**src/rtl/tff_bank_sequencer.sv**
```systemverilog
`default_nettype none
// +------------------------------------------------------------------------+
// | tff_bank_sequencer: drives the T inputs of an external T-FF bank so     |
// | that it behaves as a loadable up/down counter.  Rev 1.0                 |
// +------------------------------------------------------------------------+
module tff_bank_sequencer #(
  parameter int W     = 4,
  parameter int CNT_W = 8
) (
  input  logic                                clk,
  input  logic                                rst,
  input  logic                                cmd_valid,
  output logic                                cmd_ready,
  input  logic [1:0]                          cmd_op,
  input  logic [((W > CNT_W) ? W : CNT_W)-1:0] cmd_arg,
  input  logic                                abort,
  input  logic [W-1:0]                        q_vec,
  output logic [W-1:0]                        t_vec,
  output logic                                busy,
  output logic                                done,
  output logic                                wrapped
);

  typedef enum logic [1:0] {
    S_IDLE  = 2'd0,
    S_APPLY = 2'd1,
    S_COUNT = 2'd2,
    S_DONE  = 2'd3
  } state_t;

  localparam logic [1:0] OP_CLEAR = 2'b00;
  localparam logic [1:0] OP_LOAD  = 2'b01;

  state_t           state_q, state_d;
  logic             down_q, down_d;
  logic [W-1:0]     target_q, target_d;
  logic [CNT_W-1:0] remaining_q, remaining_d;
  logic             wrap_q, wrap_d;
  logic             done_q, done_d;
  logic             wrapped_q, wrapped_d;
  logic             busy_q, busy_d;
  logic             cmd_ready_q, cmd_ready_d;

  // Toggle vectors that step the bank by +1 / -1 from its current value.
  logic [W-1:0] up_t;
  logic [W-1:0] dn_t;

  assign up_t[0] = 1'b1;
  assign dn_t[0] = 1'b1;

  for (genvar i = 1; i < W; i++) begin : g_step
    assign up_t[i] = &q_vec[i-1:0];
    assign dn_t[i] = ~|q_vec[i-1:0];
  end

  always_comb begin
    state_d     = state_q;
    down_d      = down_q;
    target_d    = target_q;
    remaining_d = remaining_q;
    wrap_d      = wrap_q;
    t_vec       = '0;

    case (state_q)
      S_IDLE: begin
        if (cmd_valid) begin
          down_d      = cmd_op[0];
          wrap_d      = 1'b0;
          remaining_d = cmd_arg[CNT_W-1:0];
          target_d    = (cmd_op == OP_CLEAR) ? '0 : cmd_arg[W-1:0];
          if ((cmd_op == OP_CLEAR) || (cmd_op == OP_LOAD)) begin
            state_d = S_APPLY;
          end else if (cmd_arg[CNT_W-1:0] == '0) begin
            state_d = S_DONE;
          end else begin
            state_d = S_COUNT;
          end
        end
      end

      S_APPLY: begin
        t_vec   = q_vec ^ target_q;
        state_d = S_DONE;
      end

      S_COUNT: begin
        // Abort wins over the final step: no toggle in the aborted cycle.
        if (abort) begin
          state_d = S_DONE;
        end else begin
          t_vec       = down_q ? dn_t : up_t;
          remaining_d = remaining_q - CNT_W'(1);
          if (down_q ? ~|q_vec : &q_vec) begin
            wrap_d = 1'b1;
          end
          if (remaining_q == CNT_W'(1)) begin
            state_d = S_DONE;
          end
        end
      end

      S_DONE: begin
        state_d = S_IDLE;
      end

      default: begin
        state_d = S_IDLE;
      end
    endcase

    done_d      = (state_d == S_DONE);
    wrapped_d   = (state_d == S_DONE) && wrap_d;
    busy_d      = (state_d != S_IDLE);
    cmd_ready_d = (state_d == S_IDLE);
  end

  always_ff @(posedge clk or posedge rst) begin
    if (rst) begin
      state_q     <= S_IDLE;
      down_q      <= 1'b0;
      target_q    <= '0;
      remaining_q <= '0;
      wrap_q      <= 1'b0;
      done_q      <= 1'b0;
      wrapped_q   <= 1'b0;
      busy_q      <= 1'b0;
      cmd_ready_q <= 1'b1;
    end else begin
      state_q     <= state_d;
      down_q      <= down_d;
      target_q    <= target_d;
      remaining_q <= remaining_d;
      wrap_q      <= wrap_d;
      done_q      <= done_d;
      wrapped_q   <= wrapped_d;
      busy_q      <= busy_d;
      cmd_ready_q <= cmd_ready_d;
    end
  end

  assign cmd_ready = cmd_ready_q;
  assign busy      = busy_q;
  assign done      = done_q;
  assign wrapped   = wrapped_q;

endmodule
`default_nettype wire

```
**config.mk**
```make
export PLATFORM = sky130hd
export DESIGN_NAME = tff_bank_sequencer
export DESIGN_NICKNAME = d
export VERILOG_FILES = /design/src/rtl/tff_bank_sequencer.sv
export SDC_FILE = /design/constraint.sdc
export NUM_CORES = 1
export LEC_CHECK = 0
export CAP_MARGIN = 30
export CORE_MARGIN = 2
export CORE_UTILIZATION = 40
export DETAILED_ROUTE_END_ITERATION = 16
export GPL_TIMING_DRIVEN = 0
export MAX_ROUTING_LAYER = met4
export PLACE_DENSITY_LB_ADDON = 0.12
export SETUP_SLACK_MARGIN = 0.4
export SYNTH_ARGS = -nofsm -noshare
export SYNTH_HDL_FRONTEND = slang
export SYNTH_SLANG_ARGS = --single-unit
```
**constraint.sdc**
```tcl
create_clock -name clk -period 1.54 [get_ports clk]
set_input_delay 0.154 -clock clk [delete_from_list [all_inputs] [get_ports clk]]
set_output_delay 0.154 -clock clk [all_outputs]
set_load 0.1 [all_outputs]
```
==> results of run 1 <==
routing by layer:
metal	part of all wire, %	GRT usage [%]	up-vias
met5	0	-	-
met4	0.94	5.71	0
met3	6.1	2.18	4
met2	50	30.1	38
met1	43	24.1	555
li1	-	-	537
synth_stat cells, types with 2 or more instances:
| library cell | count | area share [%] |
|---|---|---|
| a21oi_1 | 6 | 2.4 |
| a22o_1 | 4 | 2.8 |
| a31oi_1 | 2 | 1.0 |
| a41oi_1 | 3 | 2.1 |
| buf_2 | 2 | 0.81 |
| clkbuf_1 | 2 | 0.61 |
| clkbuf_2 | 2 | 0.81 |
| dfrtp_1 | 19 | 38 |
| ha_1 | 5 | 5.1 |
| inv_1 | 9 | 2.7 |
| nand2_1 | 10 | 3.0 |
| nor2_1 | 11 | 3.3 |
| nor2b_1 | 7 | 3.5 |
| nor3_1 | 2 | 0.81 |
| nor4_1 | 2 | 1.0 |
| o211ai_1 | 2 | 1.2 |
| o21ai_0 | 9 | 3.6 |
| o22a_1 | 3 | 2.1 |
| xor2_1 | 6 | 4.2 |
power by group:
group / internal [µW] / switching (µW) / total, µW
registers: 790 / 264 / 1050
clock network: 101 / 160 / 261
logic: 1360 / 1780 / 3140
total: 2250 / 2200 / 4450
repair_timing:
action	4_1_cts	5_1_grt
pin swaps	7	9
gates cloned	1	0
resized for setup	77	13
endpoints found under the setup margin	28	25
hold buffers	0	0
setup buffers	3	3
logic make-up after synthesis:
group           count (synthesis)
buf+inv                        15
fa+ha+maj                       5
compound gates                 36
mux                             3
simple gates                   44
xor+xnor                        7
flops                          20
critical path, cell delays in order (launching register included):
cell and delay, ns:
dfrtp_1 0.41, inv_2 0.09, ha_4 0.14, buf_8 0.08, nor2b_4 0.19, a32oi_2 0.14
nor2b_4 0.15, buf_12 0.18
flip-flops by register name, indices dropped and copies added, names as in the netlist:
name and cells:
remaining_q 8, target_q 4, state_q 2, busy 1, cmd_ready 1, done 1, down_q 1, wrap_q 1
wrapped 1
cell type report:
class	instances	area [µm²]	area share, %
Inverter	9	33.8	1.85
Tap cell	33	41.3	2.26
Timing Repair Buffer	32	343	18.7
Buffer	6	47.5	2.60
Sequential cell	20	502	27.4
Clock buffer	4	26.3	1.44
Multi-Input combinational cell	95	836	45.7
per-stage QoR:
| stage | setup slack, ns | instance area [µm²] | TNS [ns] | total power [µW] | utilization (%) |
|---|---|---|---|---|---|
| global placement | -1.05 | 1610 | -6.80 | 3480 | 53.5 |
| finish | -0.291 | 1830 | -3.74 | 4450 | 60.9 |
| floorplan | -0.188 | 1320 | -1.07 | 3020 | - |
| detailed placement | -1.08 | 1610 | -7.14 | 3540 | 53.5 |
| global route | -0.396 | 1830 | -5.57 | 4740 | 60.9 |
| CTS | -0.304 | 1750 | -4.03 | 4150 | 58.1 |
worst max-delay path by stage:
| stage | from | end | depth (start not counted) |
|---|---|---|---|
| floorplan | state_q[0]$_DFF_PP0_ | t_vec[3] | 6 |
| global placement | q_vec[1] | t_vec[3] | 5 |
| detailed placement | q_vec[1] | t_vec[3] | 5 |
| CTS | state_q[0]$_DFF_PP0_ | t_vec[2] | 7 |
| global route | down_q$_DFFE_PP0P_ | t_vec[3] | 5 |
| finish | state_q[0]$_DFF_PP0_ | t_vec[2] | 7 |
==> out/results.ini, run 1 <==
[synthesis]
syn_nets=153
ys_warn_count=0
synthFlopType=dfrtp_1
synth_top_family_by_area=simple AND/OR/NAND/NOR gates
ys_ff_latch=20
syn-instance-count=130
yosys.area_share.simple_pct=21.1
netlist_area_um2=1240
synth_edf_count=0
synth_compound_area_share_pct=20.4
synth_fa_ha_area_share_pct=5.06
async_reset_ff_share_pct=100
ys_types=43
syn-mean-instance-area_um2=9.52
synthMuxAreaShare_pct=2.93
yosysSeqAreaShare_pct=40.5
synth_xor_area_share_pct=4.95

[route]
dr.pass1.iters=4
vias=1134
initialDrtViolationCount=37
drc=0
drt-total-wl_mm=3.18
ant_nets=0
post_drt_via_cell_ratio=5.70
drt-wirelength-per-cell_um=16.0

[floorplan]
die_x_um=59.6
ioPinCount=26
die-area_um2=3550
start_util_pct=41.2
die_h_um=59.6
num_rows=20
placeableCoreArea_um2=3000

[global_route]
grt_antenna_before_repair=0
groute.usage.overall_pct=18.5
grt_max_degree=21
grt_pass1_wl_mm=4.85
grt_pass1_vias=1069
grt_overflow=0

[critical_path]
r2r-start=state_q[0]$_DFF_PP0_
r2r_slack_ns=-0.26
end_kind=primary output
start_kind=flop
worst-endpoint-required_ns=1.39
crit_type=reg -> out
r2r-end=cmd_ready$_DFF_PP1_
path_max_fanout=4
cp.arrival_ns=1.68
reg2reg_depth=6

[timing]
skew_ns=0.00846
timing.hold.ws_ns=0.285
rsz0062_at_grt=true
layout_setup_ws_ns=-0.291
setup_viol=17
fin_crit_sh_pct=119
slew_headroom_pct=47.4
max_freq_mhz=546
period_needed_ns=1.83
worstMarginPinSlew_ns=0.789
maxSlewViolCount=0
final-hold-violation-count=0

[clock_tree]
clock_sinks=20
clock_latency_ns=0.30
cts_tree=built
numCtsBuffers=3
clkSlewWorstSetupHoldPaths_ns=0.12
h-tree-depth=1
root_buffer=clkbuf_4
cts_max_path_buffers=2

[flow_run]
maxCapViolCount=0

[layout]
most-common-layout-cells=dfrtp_1, clkdlybuf4s50_1, buf_4, nor2_1, nand2_1
final_cells=199
layout_commonest_cell=dfrtp_1
fill_cells=276
drive_gt1_share_pct=32.5
area_growth_pct=47.8
n_antenna_cell=0
final_nets=190

[hold_path]
hold_class=in -> async

[placed_design]
placedCellCount=188
hpwl_mm=2.14
place.gp.congestion=0.799
io_buffers=25

[power_and_ir_drop]
leakagePower_uw=0.000761
p_per_area_nw_per_um2=2440
irDropWorstVdd_v=0.000835

[run_status]
status=finished, violations left
violations=setup timing

(Power assumes the default switching activity.)
==> inputs of run 2 (changes only) <==
==> constraint.sdc (replaced) <==
create_clock -name clk -period 1.9 [get_ports clk]
set_input_delay 0.19 -clock clk [delete_from_list [all_inputs] [get_ports clk]]
set_output_delay 0.19 -clock clk [all_outputs]
set_load 0.1 [all_outputs]
==> run 2 against run 1 <==
  * The flow now finishes without violations
  * Clock-buffer cell count unchanged
  * Clock power down 20%
  * Core utilization up 0.83 points
  * Worst setup slack better by 0.34 ns
  * Global-route usage up 1.1 points
  * Total power down 19%
  * Worst hold slack better by 0.043 ns
  * Final area up 1.4%
==> out/results.ini, run 2 (same netlist as run 1, synthesis figures left out) <==
[run_status]
status=completed  ; was finished, violations left

[route]
vias=1129  ; was 1134
ant_nets=0  ; unchanged
initialDrtViolationCount=53  ; was 37
drt-wirelength-per-cell_um=15.3  ; was 16.0 µm
post_drt_via_cell_ratio=5.62  ; was 5.70
dr.pass1.iters=4  ; unchanged
drc=0  ; unchanged
drt-total-wl_mm=3.07  ; was 3.18 mm

[clock_tree]
clock_sinks=20  ; unchanged
root_buffer=clkbuf_4  ; unchanged
numCtsBuffers=3  ; unchanged
h-tree-depth=1  ; unchanged
cts_tree=built  ; unchanged
clock_latency_ns=0.30  ; about the same
clkSlewWorstSetupHoldPaths_ns=0.11  ; was 0.12 ns
cts_max_path_buffers=2  ; unchanged
hold_buffers=0  ; unchanged

[power_and_ir_drop]
finalPower_uw=3630  ; was 4450 µW
p_per_area_nw_per_um2=1960  ; was 2440 nW/µm²
leakagePower_uw=0.000767  ; was 0.000761 µW
irDropWorstVdd_v=0.000864  ; was 0.000835 V

[critical_path]
cp_cell_sequence=inv_2, ha_4, buf_8, nor2b_4, a32oi_2, nor2b_4, buf_12  ; unchanged
worst-endpoint-required_ns=1.71  ; was 1.39 ns
cp.arrival_ns=1.66  ; was 1.68 ns
cpMostUsedCell=nor2b_4  ; unchanged
crit_path_max_incr_delay_ns=0.41  ; about the same
crit_family=flip-flops  ; unchanged
slowest_stage=dfrtp_1  ; unchanged
start_kind=flop  ; unchanged
crit_buf_inv=3  ; unchanged
crit_type=reg -> out  ; unchanged
path_max_fanout=4  ; unchanged
end_kind=primary output  ; unchanged

[timing]
skew_ns=0.00688  ; was 0.00846 ns
slew_headroom_pct=47.0  ; was 47.4%
fin_crit_sh_pct=97.3
period_needed_ns=1.85
timing.hold.ws_ns=0.328  ; was 0.285 ns
layout_setup_ws_ns=0.0506  ; was -0.291 ns
worstMarginPinSlew_ns=0.795  ; was 0.789 ns
max_freq_mhz=541
maxSlewViolCount=0  ; unchanged
final-hold-violation-count=0  ; unchanged
setup_viol=0  ; was 17
tns_ns=0  ; was -3.74 ns
rsz0062_at_grt=true  ; unchanged

[placed_design]
placedCellCount=188  ; unchanged
hpwl_mm=2.20  ; was 2.14 mm
dp_slack_ns=-0.815  ; was -1.08 ns
place.gp.congestion=0.850  ; was 0.799
io_buffers=25  ; unchanged

[floorplan]
die_x_um=59.6  ; unchanged
ioPinCount=26  ; unchanged
die_h_um=59.6  ; unchanged
start_util_pct=41.2  ; unchanged
placeableCoreArea_um2=3000  ; unchanged
num_rows=20  ; unchanged
die-area_um2=3550  ; unchanged

[global_route]
grt_max_degree=21  ; unchanged
grt_pass1_vias=1103  ; was 1069
grt_overflow=0  ; unchanged
grt_pass1_wl_mm=5.19  ; was 4.85 mm
groute.usage.overall_pct=19.6  ; was 18.5%
grt_antenna_before_repair=0  ; unchanged

[layout]
reg_top3=remaining_q x8, target_q x4, state_q x2  ; unchanged
largest_reg_flops=8  ; unchanged
final_cells=201  ; was 199
regMostFlops=remaining_q  ; unchanged
most-common-layout-cells=dfrtp_1, clkdlybuf4s50_1, nor2_1  ; was dfrtp_1, clkdlybuf4s50_1, buf_4, nor2_1, nand2_1
fill_cells=255  ; was 276
final_nets=192  ; was 190
n_antenna_cell=0  ; unchanged
area_growth_pct=49.8  ; was 47.8%
drive_gt1_share_pct=36.9  ; was 32.5%
layout_commonest_cell=dfrtp_1  ; unchanged

[hold_path]
hold_class=in -> async  ; unchanged

[flow_run]
maxCapViolCount=0  ; unchanged

[run 2: cell types whose count changed in the layout (fill, tap and decap cells not counted), moves of 2 or more]
cell / previous run / this run
a21oi_1: 6 / 2
buf_6: 1 / 5
a21oi_2: 0 / 4
buf_4: 10 / 6
nand2_2: 2 / 4
o21ai_0: 1 / 3
clkdlybuf4s15_2: 0 / 3
[run 2: path summary, 6_finish.rpt]
kind                                               from                    endpoint  slack (ns)  depth (start not counted)
min in group clk                              cmd_op[0]          down_q$_DFFE_PP0P_        0.55                          2
max in group asynchronous                           rst        state_q[0]$_DFF_PP0_        1.08                          2
worst min register to register  target_q[0]$_DFFE_PP0P_     target_q[0]$_DFFE_PP0P_        0.56                          1
worst max-delay path               state_q[0]$_DFF_PP0_                    t_vec[2]        0.05                          7
worst min-delay path                                rst  remaining_q[7]$_DFFE_PP0P_        0.33                          2
worst max register to register     state_q[1]$_DFF_PP0_  remaining_q[5]$_DFFE_PP0P_        0.07                          8
[run 2: repair_timing]
action / CTS / global route
gates cloned: 1 / 0
buffers inserted: 6 / 2
resized for setup: 71 / 16
pin swaps: 10 / 6
endpoints found under the setup margin: 25 / 17
[run 2: per-layer routing]
metal	global-route usage (%)	vias to the layer above	part of all wire, %
li1	-	546	-
met1	25.9	551	45
met2	32.3	28	50
met3	1.97	4	4.0
met4	4.76	0	0.85
met5	-	-	0
[run 2: stage by stage]
| stage | cell area, µm² | utilization [%] |
|---|---|---|
| after floorplan | 1300 | - |
| after global placement | 1590 | 53.1 |
| after detailed placement | 1590 | 53.1 |
| after CTS | 1780 | 59.2 |
| after global routing | 1850 | 61.8 |
| final | 1850 | 61.8 |
[run 2: final cells by class]
| cell class | instances | area [µm²] | area share [%] |
|---|---|---|---|
| flip-flops and latches | 20 | 502 | 27.1 |
| well taps | 33 | 41.3 | 2.23 |
| multi-input cells | 95 | 831 | 44.8 |
| plain buffers | 6 | 52.6 | 2.83 |
| inverters | 9 | 33.8 | 1.82 |
| repair buffers | 34 | 368 | 19.8 |
| clock buffers | 4 | 26.3 | 1.42 |
[run 2: power by group]
group	leakage [µW]	switching, µW	internal (µW)
clock network	0.0000150	127	81.7
registers	0.000241	208	640
logic	0.000512	1430	1140
==> inputs of run 3 (changes only) <==
--- a/config.mk
+++ b/config.mk
@@ -5,9 +5,10 @@
 export SDC_FILE = /design/constraint.sdc
 export NUM_CORES = 1
 export LEC_CHECK = 0
-export CAP_MARGIN = 30
+export CORE_ASPECT_RATIO = 1.1
 export CORE_MARGIN = 2
 export CORE_UTILIZATION = 40
+export CTS_BUF_LIST = sky130_fd_sc_hd__clkbuf_2
 export DETAILED_ROUTE_END_ITERATION = 16
 export GPL_TIMING_DRIVEN = 0
 export MAX_ROUTING_LAYER = met4
==> run 3 against run 2 <==
  * Clock skew increased by 0.0013 ns
  * Critical path depth unchanged
  * Routed wire length increased by 0.85%
  * First-iteration DRC count decreased by 47%
  * Die area about the same
  * Non-clock buffer count increased by 1
  * Register-to-register slack got worse by 0.02 ns
  * Core utilization decreased by 0.43 points
  * Largest power group unchanged
==> out/results.ini, run 3 (same netlist as run 1, synthesis figures left out) <==
[critical_path]
crit_type=reg -> out  ; unchanged
r2r_slack_ns=0.05  ; was 0.07 ns
cp_num_cells=7  ; unchanged
cp.arrival_ns=1.71  ; was 1.66 ns
reg2reg_depth=8  ; unchanged
crit_family=flip-flops  ; unchanged
path_max_fanout=4  ; unchanged
r2r-start=state_q[0]$_DFF_PP0_  ; was state_q[1]$_DFF_PP0_
end_kind=primary output  ; unchanged
worst-endpoint-required_ns=1.71  ; about the same
r2r-end=cmd_ready$_DFF_PP1_  ; was remaining_q[5]$_DFFE_PP0P_
start_kind=flop  ; unchanged
crit_buf_inv=3  ; unchanged
slowest_stage=dfrtp_1  ; unchanged
cp_cell_sequence=inv_2, ha_4, buf_8, nor2b_4, a32oi_2, nor2b_4, buf_12  ; unchanged
startpoint=state_q[0]$_DFF_PP0_  ; unchanged
critPathCapture=t_vec[2]  ; unchanged
cpMostUsedCell=nor2b_4  ; unchanged
crit_path_max_incr_delay_ns=0.42  ; was 0.41 ns

[timing]
fin_crit_sh_pct=99.9  ; was 97.3%
setup_viol=0  ; unchanged
maxSlewViolCount=0  ; unchanged
tns_ns=0  ; unchanged
final-hold-violation-count=0  ; unchanged
rsz0062_at_grt=true  ; unchanged
max_freq_mhz=527  ; was 541 MHz
worstMarginPinSlew_ns=0.773  ; was 0.795 ns
slew_headroom_pct=48.4  ; was 47.0%
skew_ns=0.00822  ; was 0.00688 ns
period_needed_ns=1.90  ; was 1.85 ns

[route]
vias=1128  ; was 1129
routed.top_layer=met4  ; unchanged
drt-wirelength-per-cell_um=15.3  ; about the same
wl_met1_mm=1.36  ; was 1.39 mm
drt-total-wl_mm=3.10  ; was 3.07 mm
initialDrtViolationCount=28  ; was 53
met3WireLength_um=126  ; was 123 µm
drc=0  ; unchanged
dr.pass1.iters=6  ; was 4
ant_nets=0  ; unchanged
post_drt_via_cell_ratio=5.56  ; was 5.62
met2_length_mm=1.59  ; was 1.53 mm

[layout]
area_growth_pct=48.4  ; was 49.8%
final_cells=203  ; was 201
layout_commonest_cell=dfrtp_1  ; unchanged
multiInputGateArea_um2=808  ; was 831 µm²
final_cell_area_um2=1840  ; was 1850 µm²
register_area_um2=502  ; unchanged
fill_cells=263  ; was 255
reg_top3=remaining_q x8, target_q x4, state_q x2  ; unchanged
regMostFlops=remaining_q  ; unchanged
drive_gt1_share_pct=36.1  ; was 36.9%
most-common-layout-cells=dfrtp_1, clkdlybuf4s50_1, nor2_1  ; unchanged
largest_reg_flops=8  ; unchanged
final_nets=193  ; was 192
n_antenna_cell=0  ; unchanged

[power_and_ir_drop]
p_int_uw=1830  ; was 1860 µW
p_per_area_nw_per_um2=1950  ; was 1960 nW/µm²
seqPwrFrac_pct=23.6  ; was 23.4%
leakagePower_uw=0.000776  ; was 0.000767 µW
finalPower_uw=3580  ; was 3630 µW
clockPowerShare_pct=5.2  ; was 5.7%
irDropWorstVdd_v=0.00149  ; was 0.000864 V
p_comb_share_pct=71.2  ; was 70.9%
switching_share_pct=48.9  ; was 48.7%
switching_power_uw=1750  ; was 1770 µW

[global_route]
grt_pass1_wl_mm=5.17  ; was 5.19 mm
groute.usage.overall_pct=18.7  ; was 19.6%
grt_overflow=0  ; unchanged
grt_max_degree=21  ; unchanged
grt_pass1_vias=1084  ; was 1103
grt_antenna_before_repair=0  ; unchanged

[placed_design]
placedCellCount=189  ; was 188
io_buffers=25  ; unchanged
place_area_um2=1600  ; was 1590 µm²
place.gp.congestion=0.768  ; was 0.850
hpwl_mm=2.16  ; was 2.20 mm

[floorplan]
die-area_um2=3550  ; about the same
num_rows=21  ; was 20
ioPinCount=26  ; unchanged
die_x_um=57.0  ; was 59.6 µm
start_util_pct=41.3  ; was 41.2%
placeableCoreArea_um2=3000  ; about the same
die_h_um=62.3  ; was 59.6 µm

[clock_tree]
clkSlewWorstSetupHoldPaths_ns=0.19  ; was 0.11 ns
clock_latency_ns=0.32  ; was 0.30 ns
root_buffer=clkbuf_2  ; was clkbuf_4
cts_tree=built  ; unchanged
cts_max_path_buffers=2  ; unchanged
numCtsBuffers=3  ; unchanged
h-tree-depth=1  ; unchanged
clock_sinks=20  ; unchanged

[flow_run]
maxCapViolCount=0  ; unchanged

[hold_path]
hold_class=in -> async  ; unchanged

[run_status]
status=completed  ; unchanged

-- run 3: cell count changes in the layout (fill, tap and decap cells not counted), sizes merged --
cell	change
buf	+1
-- run 3: worst min path at each step --
stage / startpoint / endpoint / slack [ns] / depth (start not counted)
final: rst / target_q[2]$_DFFE_PP0P_ / 0.28 / 2
after global routing: rst / done$_DFF_PP0_ / 0.33 / 2
after detailed placement: target_q[3]$_DFFE_PP0P_ / target_q[3]$_DFFE_PP0P_ / 0.53 / 1
after global placement: target_q[3]$_DFFE_PP0P_ / target_q[3]$_DFFE_PP0P_ / 0.52 / 1
after floorplan: rst / busy$_DFF_PP0_ / 0.15 / 1
after CTS: rst / busy$_DFF_PP0_ / 0.32 / 2
-- run 3: layer usage --
layer	GRT usage [%]	up-vias
met5	-	-
met4	5.23	0
met3	2.08	4
met2	29.5	33
met1	25.5	547
li1	-	544
-- run 3: metrics by stage --
stage	util [%]	hold WS (ns)	worst slack, ns
final	61.3	0.284	0.00254
after global routing	61.3	0.331	-0.111
after CTS	58.2	0.320	-0.00742
after detailed placement	53.3	0.529	-0.789
after global placement	53.3	0.518	-0.750
after floorplan	-	0.153	0.136
-- run 3: repair_timing --
action                                  4_1_cts  5_1_grt
endpoints found under the setup margin       28       25
pin swaps                                     7        8
resized for setup                            63       26
buffers inserted                              6        3
gates cloned                                  1        0
hold buffers                                  0        0
-- run 3: area by class of cell --
| type | instances | area share (%) |
|---|---|---|
| Buffer | 6 | 2.86 |
| Clock buffer | 4 | 1.09 |
| Inverter | 9 | 1.84 |
| Multi-Input combinational cell | 95 | 44.0 |
| Sequential cell | 20 | 27.3 |
| Tap cell | 34 | 2.32 |
| Timing Repair Buffer | 35 | 20.6 |
-- run 3: power groups by stage --
stage / logic, µW / clock network, µW / registers (µW)
floorplan: 1400 / 0 / 1020
global route: 2720 / 216 / 872
finish: 2550 / 187 / 843
global placement: 1970 / 0 / 834
CTS: 2310 / 193 / 839
detailed placement: 2000 / 0 / 843
